$ cat config.mk
export PLATFORM = sky130hd
export DESIGN_NAME = im_boot_loader
export DESIGN_NICKNAME = d
export VERILOG_FILES = /design/src/rtl/im_boot_loader_pkg.sv /design/src/rtl/im_word_packer.sv /design/src/rtl/im_boot_loader.sv
export SDC_FILE = /design/constraint.sdc
export NUM_CORES = 1
export LEC_CHECK = 0
export CORE_ASPECT_RATIO = 0.8
export CORE_MARGIN = 3
export CORE_UTILIZATION = 64
export CTS_CLUSTER_SIZE = 25
export DETAILED_ROUTE_END_ITERATION = 7
export DONT_BUFFER_PORTS = 1
export PLACE_DENSITY_LB_ADDON = 0.15
export SLEW_MARGIN = 20
export SYNTH_ARGS = -nofsm -noshare
export SYNTH_HDL_FRONTEND = slang
export SYNTH_SLANG_ARGS = --single-unit
$ cat constraint.sdc
create_clock -name clk -period 5.4 [get_ports clk]
set_input_delay 1.08 -clock clk [delete_from_list [all_inputs] [get_ports clk]]
set_output_delay 1.08 -clock clk [all_outputs]
set_load 0.02 [all_outputs]
$ cat src/rtl/im_boot_loader_pkg.sv
// -----------------------------------------------------------------------------
// im_boot_loader_pkg
// Shared constants for the instruction-memory boot loader: FSM state
// encodings, IM geometry (1024 x 32-bit words = 4 KB) and the default
// inter-byte timeout.
// -----------------------------------------------------------------------------
package im_boot_loader_pkg;

    localparam int IM_AW           = 10;
    localparam int IM_DEPTH        = 1 << IM_AW;
    localparam int IM_BYTES        = IM_DEPTH * 4;
    localparam int TIMEOUT_DEFAULT = 1000000;

    // Header count is 16 bits; one extra bit keeps the clamp value 2^AW
    // representable and lets the word counter reach it without wrapping.
    localparam int CNT_W = 17;

    typedef logic [2:0] state_t;

    localparam state_t S_HDR_HI = 3'd0;
    localparam state_t S_HDR_LO = 3'd1;
    localparam state_t S_DATA   = 3'd2;
    localparam state_t S_DRAIN  = 3'd3;
    localparam state_t S_RUN    = 3'd4;

endpackage

$ cat src/rtl/im_word_packer.sv
// -----------------------------------------------------------------------------
// im_word_packer
// Assembles a big-endian byte stream into 32-bit words.
//   clk, rst       clock, async active-high reset
//   flush_i        drop any partial word (byte index and shift register)
//   push_i         accept byte_i this cycle
//   byte_i         incoming byte, MSB of the word first
//   last_byte_o    comb: this push completes a word
//   word_valid_o   one-cycle pulse, registered, the cycle after the 4th byte
//   word_o         registered word, held until the next word completes
// -----------------------------------------------------------------------------
module im_word_packer (
    input  logic        clk,
    input  logic        rst,
    input  logic        flush_i,
    input  logic        push_i,
    input  logic [7:0]  byte_i,
    output logic        last_byte_o,
    output logic        word_valid_o,
    output logic [31:0] word_o
);

    logic [1:0]  idx_q,   idx_d;
    logic [23:0] shift_q, shift_d;
    logic [31:0] word_q,  word_d;
    logic        vld_q,   vld_d;

    assign last_byte_o = push_i & (idx_q == 2'd3);

    always_comb begin
        idx_d   = idx_q;
        shift_d = shift_q;
        word_d  = word_q;
        vld_d   = 1'b0;
        if (flush_i) begin
            idx_d   = '0;
            shift_d = '0;
        end else if (push_i) begin
            idx_d   = idx_q + 2'd1;
            shift_d = {shift_q[15:0], byte_i};
            if (idx_q == 2'd3) begin
                vld_d  = 1'b1;
                word_d = {shift_q, byte_i};
            end
        end
    end

    always_ff @(posedge clk or posedge rst) begin
        if (rst) begin
            idx_q   <= '0;
            shift_q <= '0;
            word_q  <= '0;
            vld_q   <= 1'b0;
        end else begin
            idx_q   <= idx_d;
            shift_q <= shift_d;
            word_q  <= word_d;
            vld_q   <= vld_d;
        end
    end

    assign word_valid_o = vld_q;
    assign word_o       = word_q;

endmodule

$ cat src/rtl/im_boot_loader.sv
// -----------------------------------------------------------------------------
// im_boot_loader
// Shares the single IM address port between a byte-stream program loader and
// the IF-stage fetch. A load is a 16-bit big-endian word count followed by
// that many big-endian 32-bit words, written to consecutive IM addresses
// from 0 while the CPU is held.
//   clk, rst       clock, async active-high reset
//   load_req_i     reload pulse, honoured only in RUN
//   byte_valid_i   loader byte valid
//   byte_data_i    loader byte
//   byte_ready_o   byte accepted when byte_valid_i && byte_ready_o
//   pc_addr_i      fetch word address
//   im_addr_o      IM address: pc_addr_i in RUN, else write pointer (comb)
//   im_we_o        IM write strobe (one cycle)
//   im_wdata_o     IM write data
//   cpu_hold_o     pipeline stall, high in every state but RUN
//   load_err_o     sticky error (oversized header or timeout)
// -----------------------------------------------------------------------------
module im_boot_loader
    import im_boot_loader_pkg::*;
#(
    parameter int AW            = IM_AW,
    parameter int BOOT_ON_RESET = 1,
    parameter int TIMEOUT       = TIMEOUT_DEFAULT
) (
    input  logic          clk,
    input  logic          rst,
    input  logic          load_req_i,
    input  logic          byte_valid_i,
    input  logic [7:0]    byte_data_i,
    output logic          byte_ready_o,
    input  logic [AW-1:0] pc_addr_i,
    output logic [AW-1:0] im_addr_o,
    output logic          im_we_o,
    output logic [31:0]   im_wdata_o,
    output logic          cpu_hold_o,
    output logic          load_err_o
);

    localparam logic [CNT_W-1:0] DEPTH_C   = CNT_W'(1 << AW);
    localparam logic [31:0]      TO_LAST   = 32'(TIMEOUT - 1);
    localparam bit               TO_EN     = (TIMEOUT != 0);
    localparam bit               BOOT      = (BOOT_ON_RESET != 0);
    localparam state_t           RST_STATE = BOOT ? S_HDR_HI : S_RUN;

    state_t           state_q, state_d;
    logic [CNT_W-1:0] count_q, count_d;
    logic [CNT_W-1:0] wcnt_q,  wcnt_d;
    logic [CNT_W-1:0] hdr_cnt;
    logic [AW-1:0]    wptr_q,  wptr_d;
    logic [31:0]      tcnt_q,  tcnt_d;
    logic             err_q,   err_d;
    logic             hold_q,  hold_d;
    logic             rdy_q,   rdy_d;

    logic        accept, push, start, timeout, flush;
    logic        last_byte, word_valid;
    logic [31:0] word;

    assign accept  = byte_valid_i & rdy_q;
    assign push    = accept & (state_q == S_DATA);
    assign start   = load_req_i & (state_q == S_RUN);
    // Fires on the TIMEOUT-th consecutive cycle without an accepted byte.
    assign timeout = TO_EN & rdy_q & ~accept & (tcnt_q == TO_LAST);
    assign flush   = start | timeout;
    assign hdr_cnt = {1'b0, count_q[15:8], byte_data_i};

    im_word_packer u_packer (
        .clk          (clk),
        .rst          (rst),
        .flush_i      (flush),
        .push_i       (push),
        .byte_i       (byte_data_i),
        .last_byte_o  (last_byte),
        .word_valid_o (word_valid),
        .word_o       (word)
    );

    // ---------------- state register ----------------
    always_ff @(posedge clk or posedge rst) begin
        if (rst) state_q <= RST_STATE;
        else     state_q <= state_d;
    end

    // ---------------- next state + load bookkeeping ----------------
    always_comb begin
        state_d = state_q;
        count_d = count_q;
        wcnt_d  = wcnt_q;
        err_d   = err_q;
        unique case (state_q)
            S_HDR_HI: if (accept) begin
                count_d = {1'b0, byte_data_i, 8'h00};
                state_d = S_HDR_LO;
            end
            S_HDR_LO: if (accept) begin
                if (hdr_cnt == '0) begin
                    state_d = S_DRAIN;
                end else if (hdr_cnt > DEPTH_C) begin
                    err_d   = 1'b1;
                    count_d = DEPTH_C;
                    state_d = S_DATA;
                end else begin
                    count_d = hdr_cnt;
                    state_d = S_DATA;
                end
            end
            // Leave DATA on the last byte so DRAIN coincides with the
            // final im_we pulse.
            S_DATA: if (last_byte) begin
                wcnt_d = wcnt_q + 1'b1;
                if (wcnt_d == count_q) state_d = S_DRAIN;
            end
            S_DRAIN: state_d = S_RUN;
            S_RUN: if (load_req_i) begin
                state_d = S_HDR_HI;
                err_d   = 1'b0;
                wcnt_d  = '0;
                count_d = '0;
            end
            default: state_d = RST_STATE;
        endcase
        if (timeout) begin
            err_d   = 1'b1;
            state_d = S_DRAIN;
        end
    end

    // Pointer saturates at the last word; the clamp guarantees no more than
    // 2^AW writes, so saturation only keeps it from wrapping to 0 afterwards.
    always_comb begin
        wptr_d = wptr_q;
        if (start)                          wptr_d = '0;
        else if (word_valid && ~&wptr_q)    wptr_d = wptr_q + 1'b1;
        tcnt_d = (rdy_q && !accept && !timeout) ? tcnt_q + 32'd1 : '0;
    end

    // ---------------- output decode ----------------
    always_comb begin
        rdy_d  = (state_d == S_HDR_HI) || (state_d == S_HDR_LO) || (state_d == S_DATA);
        hold_d = (state_d != S_RUN);
    end

    always_ff @(posedge clk or posedge rst) begin
        if (rst) begin
            count_q <= '0;
            wcnt_q  <= '0;
            wptr_q  <= '0;
            tcnt_q  <= '0;
            err_q   <= 1'b0;
            hold_q  <= BOOT;
            rdy_q   <= BOOT;
        end else begin
            count_q <= count_d;
            wcnt_q  <= wcnt_d;
            wptr_q  <= wptr_d;
            tcnt_q  <= tcnt_d;
            err_q   <= err_d;
            hold_q  <= hold_d;
            rdy_q   <= rdy_d;
        end
    end

    assign im_addr_o    = (state_q == S_RUN) ? pc_addr_i : wptr_q;
    assign im_we_o      = word_valid;
    assign im_wdata_o   = word;
    assign byte_ready_o = rdy_q;
    assign cpu_hold_o   = hold_q;
    assign load_err_o   = err_q;

endmodule
==> results.toml, run 1 <==
[run_status]
status = "finished clean"

[placed_design]
place_ws_ns = 1.52
dpl.hpwl_mm = 10.5
io_buffers = 0
dp.cells = 843
gp_congestion = 0.915

[clock_tree]
clk_latency_ns = 0.42
htree_levels = 4
cts_buffers = 17
root_buffer = "clkbuf_16"
path_clk_slew_ns = 0.07
clockBufferDepth = 2
cts_hold_buf = 0
cts_tree = "done"
postCtsSetupBuffers = 0
cts.sinks = 140
cts_resized = 0

[floorplan]
die_height_um = 99.1
core_area_um2 = 10400
num_rows = 33
die_width_um = 122
io_pins = 68
dieArea_um2 = 12100
start_util_pct = 66.6

[global_route]
gr-usage-all-layers_pct = 27.6
grt_antenna_before_repair = 0
grt_first_pass_wirelength_mm = 26.3
first_global_vias = 5122
grt_max_degree = 113
grt_overflow_total = 0

[final_layout]
final_core_util_pct = 72.8
synthToLayoutAreaGrowth_pct = 9.28
diodes = 0
fin_cells = 875
layout-drive-gt1-share_pct = 7.62
finalNetCount = 748

[pwr]
ir_drop_v = 0.000332
power.density_nw_per_um2 = 477
leakagePower_nw = 3.43

[synth]
async_flop_share_pct = 100
synth_seq_cells = 140
netlist-cell-type-count = 66
synth_area_leaders = "dfrtp_1 (50%), nand2_1 (9.3%), xor2_1 (3.8%), a22o_1 (3.3%), o21ai_0 (3.2%)"
netlist_area_um2 = 6930
synthCells = 740
synth_area_per_cell_um2 = 9.37
yosys.area.top_type_share_pct = 49.8
synth-main-ff-cell = "dfrtp_1"
synth_nets = 766
ys_seq_area_share_pct = 50.6
synth_area_leader_cell = "dfrtp_1"
synth-edff-count = 0
yosysWarnings = 0

[worst_hold_path]
worstHoldPathType = "flip-flop to flip-flop"

[route]
first_iter_violations = 692
ant_nets = 0
vias_per_cell = 6.25
avgRoutedWirePerCell_um = 18.2
via_count = 5467
wirelength_mm = 15.9
first_pass_iters = 5
drcViolationCount = 0

[sta]
drv_slew = 0
clock.fmax_ghz = 0.287
holdWs_ns = 0.494
fin_worst_skew_ns = 0.00750
finalHoldViolCount = 0
tightest_slew_ns = 1.12
worst_slack_ns = 1.92
rsz0062_at_grt = "false"
timing.max_slew.rel_slack_pct = 25.4
tns_ns = 0
min_period_over_period_pct = 64.5
min_period_ns = 3.48
setup_viol = 0

[setup_path]
critPathLaunchType = "primary input"
critPathRequiredTime_ns = 5.70
critical_path.max_fanout = 55
path_class = "primary input to flip-flop"
worstPathArrival_ns = 3.78
worst_setup_path_end_kind = "flip-flop"

[run]
maxCapViolCount = 0
-- Yosys cell counts, types with 3 or more instances --
cell	n
nand2_1	172
dfrtp_1	138
nor2_1	54
o21ai_0	45
xor2_1	30
a22o_1	26
nand3_1	25
xnor2_1	24
clkbuf_1	20
inv_1	19
a21oi_1	18
nand4_1	16
buf_2	12
nor3_1	11
or3_1	10
mux2i_1	9
and4_1	8
nor4_1	8
o31ai_1	7
a31oi_1	6
and2_1	6
and3_1	5
nor2b_1	5
buf_6	4
ha_1	4
a211o_1	3
buf_4	3
nor3b_1	3
o22ai_1	3
-- logic make-up after synthesis --
group,count (synthesis),share of synthesized area (%)
flip-flops,140,50.6
AND/OR/NAND/NOR,345,23.8
AO/OA/AOI/OAI,126,12.2
XOR/XNOR,55,7.15
buffers and inverters,60,4.06
adder cells (fa/ha/maj),4,0.722
multiplexers,10,1.46
-- final timing paths --
kind / from / endpoint / slack [ns] / cells past startpoint
max in group asynchronous: rst / state_q[1] / 3.70 / 2
min in group asynchronous: rst / u_packer.word_o[10] / 0.74 / 1
hold / removal: u_packer.shift_q[18] / u_packer.word_o[26] / 0.49 / 2
setup / recovery: byte_valid_i / state_q[2] / 1.92 / 7
hold reg to reg: u_packer.shift_q[18] / u_packer.word_o[26] / 0.49 / 2
setup reg to reg: byte_ready_o / state_q[2] / 1.93 / 7
-- critical path, cell delays in order --
cell and delay (ns):
and2_1 0.31, nand3_4 0.52, inv_2 0.79, o2111ai_1 0.24
a2111oi_2 0.32, nand4b_1 0.22, o211a_1 0.27
-- final cells by class --
cell class | count | area [µm²]
sequential | 140 | 3510
multi-input combinational | 540 | 3140
fill | 745 | 2830
clock buffer | 17 | 425
clock inverter | 15 | 221
tap | 140 | 175
inverter | 20 | 80.1
timing repair buffer | 3 | 22.5
-- layer usage --
metal | global-route usage (%) | share of wire [%] | vias to the layer above
li1 | - | - | 2518
met1 | 41.6 | 46 | 2699
met2 | 39.7 | 45 | 229
met3 | 7.23 | 7.7 | 21
met4 | 7.83 | 1.1 | 0
met5 | 0 | 0 | -
-- sequential cells by signal, summed over array words and instances, names as in the netlist --
register and flops:
cpu_hold_o 1, u_packer.word_o 32, load_err_o 1, wcnt_q 17
byte_ready_o 1, tcnt_q 32, state_q 3, wptr_q 10
u_packer.word_valid_o 1, count_q 16, u_packer.idx_q 2, u_packer.shift_q 24
-- stage by stage --
step	total power [mW]	area (µm²)
floorplan	2.17	6930
global placement	2.29	6930
detailed placement	2.34	6930
CTS	3.62	7570
global route	3.79	7570
finish	3.62	7570
-- report_power, final --
group	total, mW	switching (mW)	internal (mW)
sequential	1.61	0.324	1.28
combinational	0.740	0.444	0.296
clock	1.27	0.513	0.756
-- placed cells by master (no fill, tap or decap), drive strengths merged, types with 3 or more instances in the layout --
cell / instances
nor4: 10
a211o: 3
and2: 7
a22o: 26
nand2: 172
buf: 3
mux2i: 9
o22ai: 3
dfrtp: 138
o21ai: 45
and4: 8
xnor2: 24
o31ai: 7
inv: 29
a211oi: 3
nor2b: 5
nor2: 55
ha: 4
nor3: 12
clkbuf: 17
nor3b: 5
bufinv: 3
or3: 10
a31oi: 6
xor2: 30
a21oi: 18
nand3: 27
and3: 6
nand4: 16
(Power assumes the default switching activity.)
==> run 2: changes to the inputs <==
--- a/config.mk
+++ b/config.mk
@@ -7,7 +7,7 @@
 export LEC_CHECK = 0
 export CORE_ASPECT_RATIO = 0.8
 export CORE_MARGIN = 3
-export CORE_UTILIZATION = 64
+export CORE_UTILIZATION = 57
 export CTS_CLUSTER_SIZE = 25
 export DETAILED_ROUTE_END_ITERATION = 7
 export DONT_BUFFER_PORTS = 1
==> constraint.sdc (replaced) <==
create_clock -name clk -period 3.2 [get_ports clk]
set_input_delay 0.64 -clock clk [delete_from_list [all_inputs] [get_ports clk]]
set_output_delay 0.64 -clock clk [all_outputs]
set_load 0.02 [all_outputs]
==> run 2 against run 1 <==
Effect of this change:
- sequential share of layout area fell by 0.65 points
- via count is 0.48% lower
- global-route usage is 3.0 points lower
- sequential power is 68% higher
- final area up 1.4%
- flip-flop and latch count did not move
- critical path depth down 4
- largest cell class unchanged
- non-clock buffer count rose by 9
- core utilization decreased by 7.1 points
- register-to-register slack got worse by 1.2 ns
==> results.toml, run 2 (synthesized netlist as in run 1, its figures left out) <==
[clock_tree]
clockBufferDepth = 2
cts_tree = "done"
htree_levels = 4
path_clk_slew_ns = 0.06
postCtsSetupBuffers = 0
root_buffer = "clkbuf_16"
cts_resized = 0
cts_buffers = 17
cts_hold_buf = 0
clk_latency_ns = 0.42
cts.sinks = 140

[setup_path]
path_class = "flip-flop to primary output"
critPathLaunchType = "flip-flop"
cp_num_cells = 3
critPathRequiredTime_ns = 2.56
critPathMostFrequentCell = "nand2_1"
crit_buf_inv = 0
ff2ff_path_depth = 6
slowest_delay_ns = 0.64
worst_setup_path_end_kind = "primary output"
crit_slowest_cell = "or3b_2"
worstPathCellList = "or3b_2, nand2_1, nand2_1"
critical_path.max_fanout = 13
worstPathArrival_ns = 1.88
critPathTopFamily = "simple AND/OR/NAND/NOR gates"

[final_layout]
layout_common_cells = "nand2_1 (172), dfrtp_1 (138), nor2_1 (54)"
design_area_um2 = 7680
final_core_util_pct = 65.7
fill_cells = 908
finalNetCount = 757
synthToLayoutAreaGrowth_pct = 10.8
layout-drive-gt1-share_pct = 8.74
final_common_cell = "nand2_1"
diodes = 0

[floorplan]
start_util_pct = 59.3
die_height_um = 105
die_width_um = 129
dieArea_um2 = 13500
io_pins = 68
num_rows = 35
core_area_um2 = 11700

[sta]
fin_worst_skew_ns = 0.00996
min_period_ns = 2.52
finalHoldViolCount = 0
drv_slew = 0
tns_ns = 0
timing.max_slew.rel_slack_pct = 48.8
tightest_slew_ns = 0.766
clock.fmax_ghz = 0.396
setup_viol = 0
rsz0062_at_grt = "false"
min_period_over_period_pct = 78.8

[route]
first_iter_violations = 361
wirelength_mm = 15.9
ant_nets = 0
drcViolationCount = 0
first_pass_iters = 5
avgRoutedWirePerCell_um = 17.8
vias_per_cell = 6.10
via_count = 5441

[run_status]
status = "finished clean"

[pwr]
leakagePower_nw = 3.48
ir_drop_v = 0.000634
power.density_nw_per_um2 = 797

[placed_design]
gp_congestion = 0.917
dpl.hpwl_mm = 10.8
place_area_um2 = 7030
io_buffers = 0

[global_route]
grt_antenna_before_repair = 0
grt_max_degree = 55
first_global_vias = 5158
grt_overflow_total = 0
gr-usage-all-layers_pct = 24.6
grt_first_pass_wirelength_mm = 26.7

[worst_hold_path]
worstHoldPathType = "primary input to async pin"

[run]
maxCapViolCount = 0
run 2: worst reg2reg max path, delay by kind of cell (launching register included):
family | cells | cell delay [ns]
AND/OR/NAND/NOR | 3 | 0.88
AO/OA/AOI/OAI | 2 | 0.70
flip-flops | 1 | 0.45
adder cells (fa/ha/maj) | 1 | 0.36
run 2: power breakdown:
part	internal, mW	leakage (nW)	switching (mW)
Clock	1.37	0.317	0.798
Combinational	0.518	1.27	0.742
Sequential	2.17	1.89	0.532
run 2: final cells by class:
type	count	area, µm²	area share, %
Clock buffer	19	453	5.90
Clock inverter	13	200	2.61
Inverter	20	78.8	1.03
Multi-Input combinational cell	540	3140	40.9
Sequential cell	140	3510	45.6
Tap cell	148	185	2.41
Timing Repair Buffer	12	115	1.50
run 2: per-layer routing:
| layer | up-vias | track usage (%) | share of wire [%] |
|---|---|---|---|
| li1 | 2541 | - | - |
| met1 | 2670 | 37.3 | 48 |
| met2 | 202 | 34.8 | 44 |
| met3 | 28 | 5.37 | 6.7 |
| met4 | 0 | 8.25 | 1.7 |
| met5 | - | 0 | 0 |
run 2: worst paths after layout:
path	from	to	slack, ns
setup / recovery	state_q[2]	im_addr_o[8]	0.68
hold / removal	rst	wptr_q[4]	0.23
setup reg to reg	wcnt_q[0]	byte_ready_o	0.72
hold reg to reg	u_packer.shift_q[21]	u_packer.word_o[29]	0.48
max in group asynchronous	rst	cpu_hold_o	2.22
min in group clk	byte_data_i[0]	u_packer.word_o[0]	0.32
run 2: stage by stage:
step	instances	hold slack, ns	power, mW	setup WS (ns)
global route	892	0.257	6.44	0.574
floorplan	740	0.440	3.66	0.813
global placement	860	0.460	3.92	0.830
finish	892	0.226	6.12	0.677
detailed placement	860	0.461	3.97	0.761
CTS	892	0.221	6.16	0.662
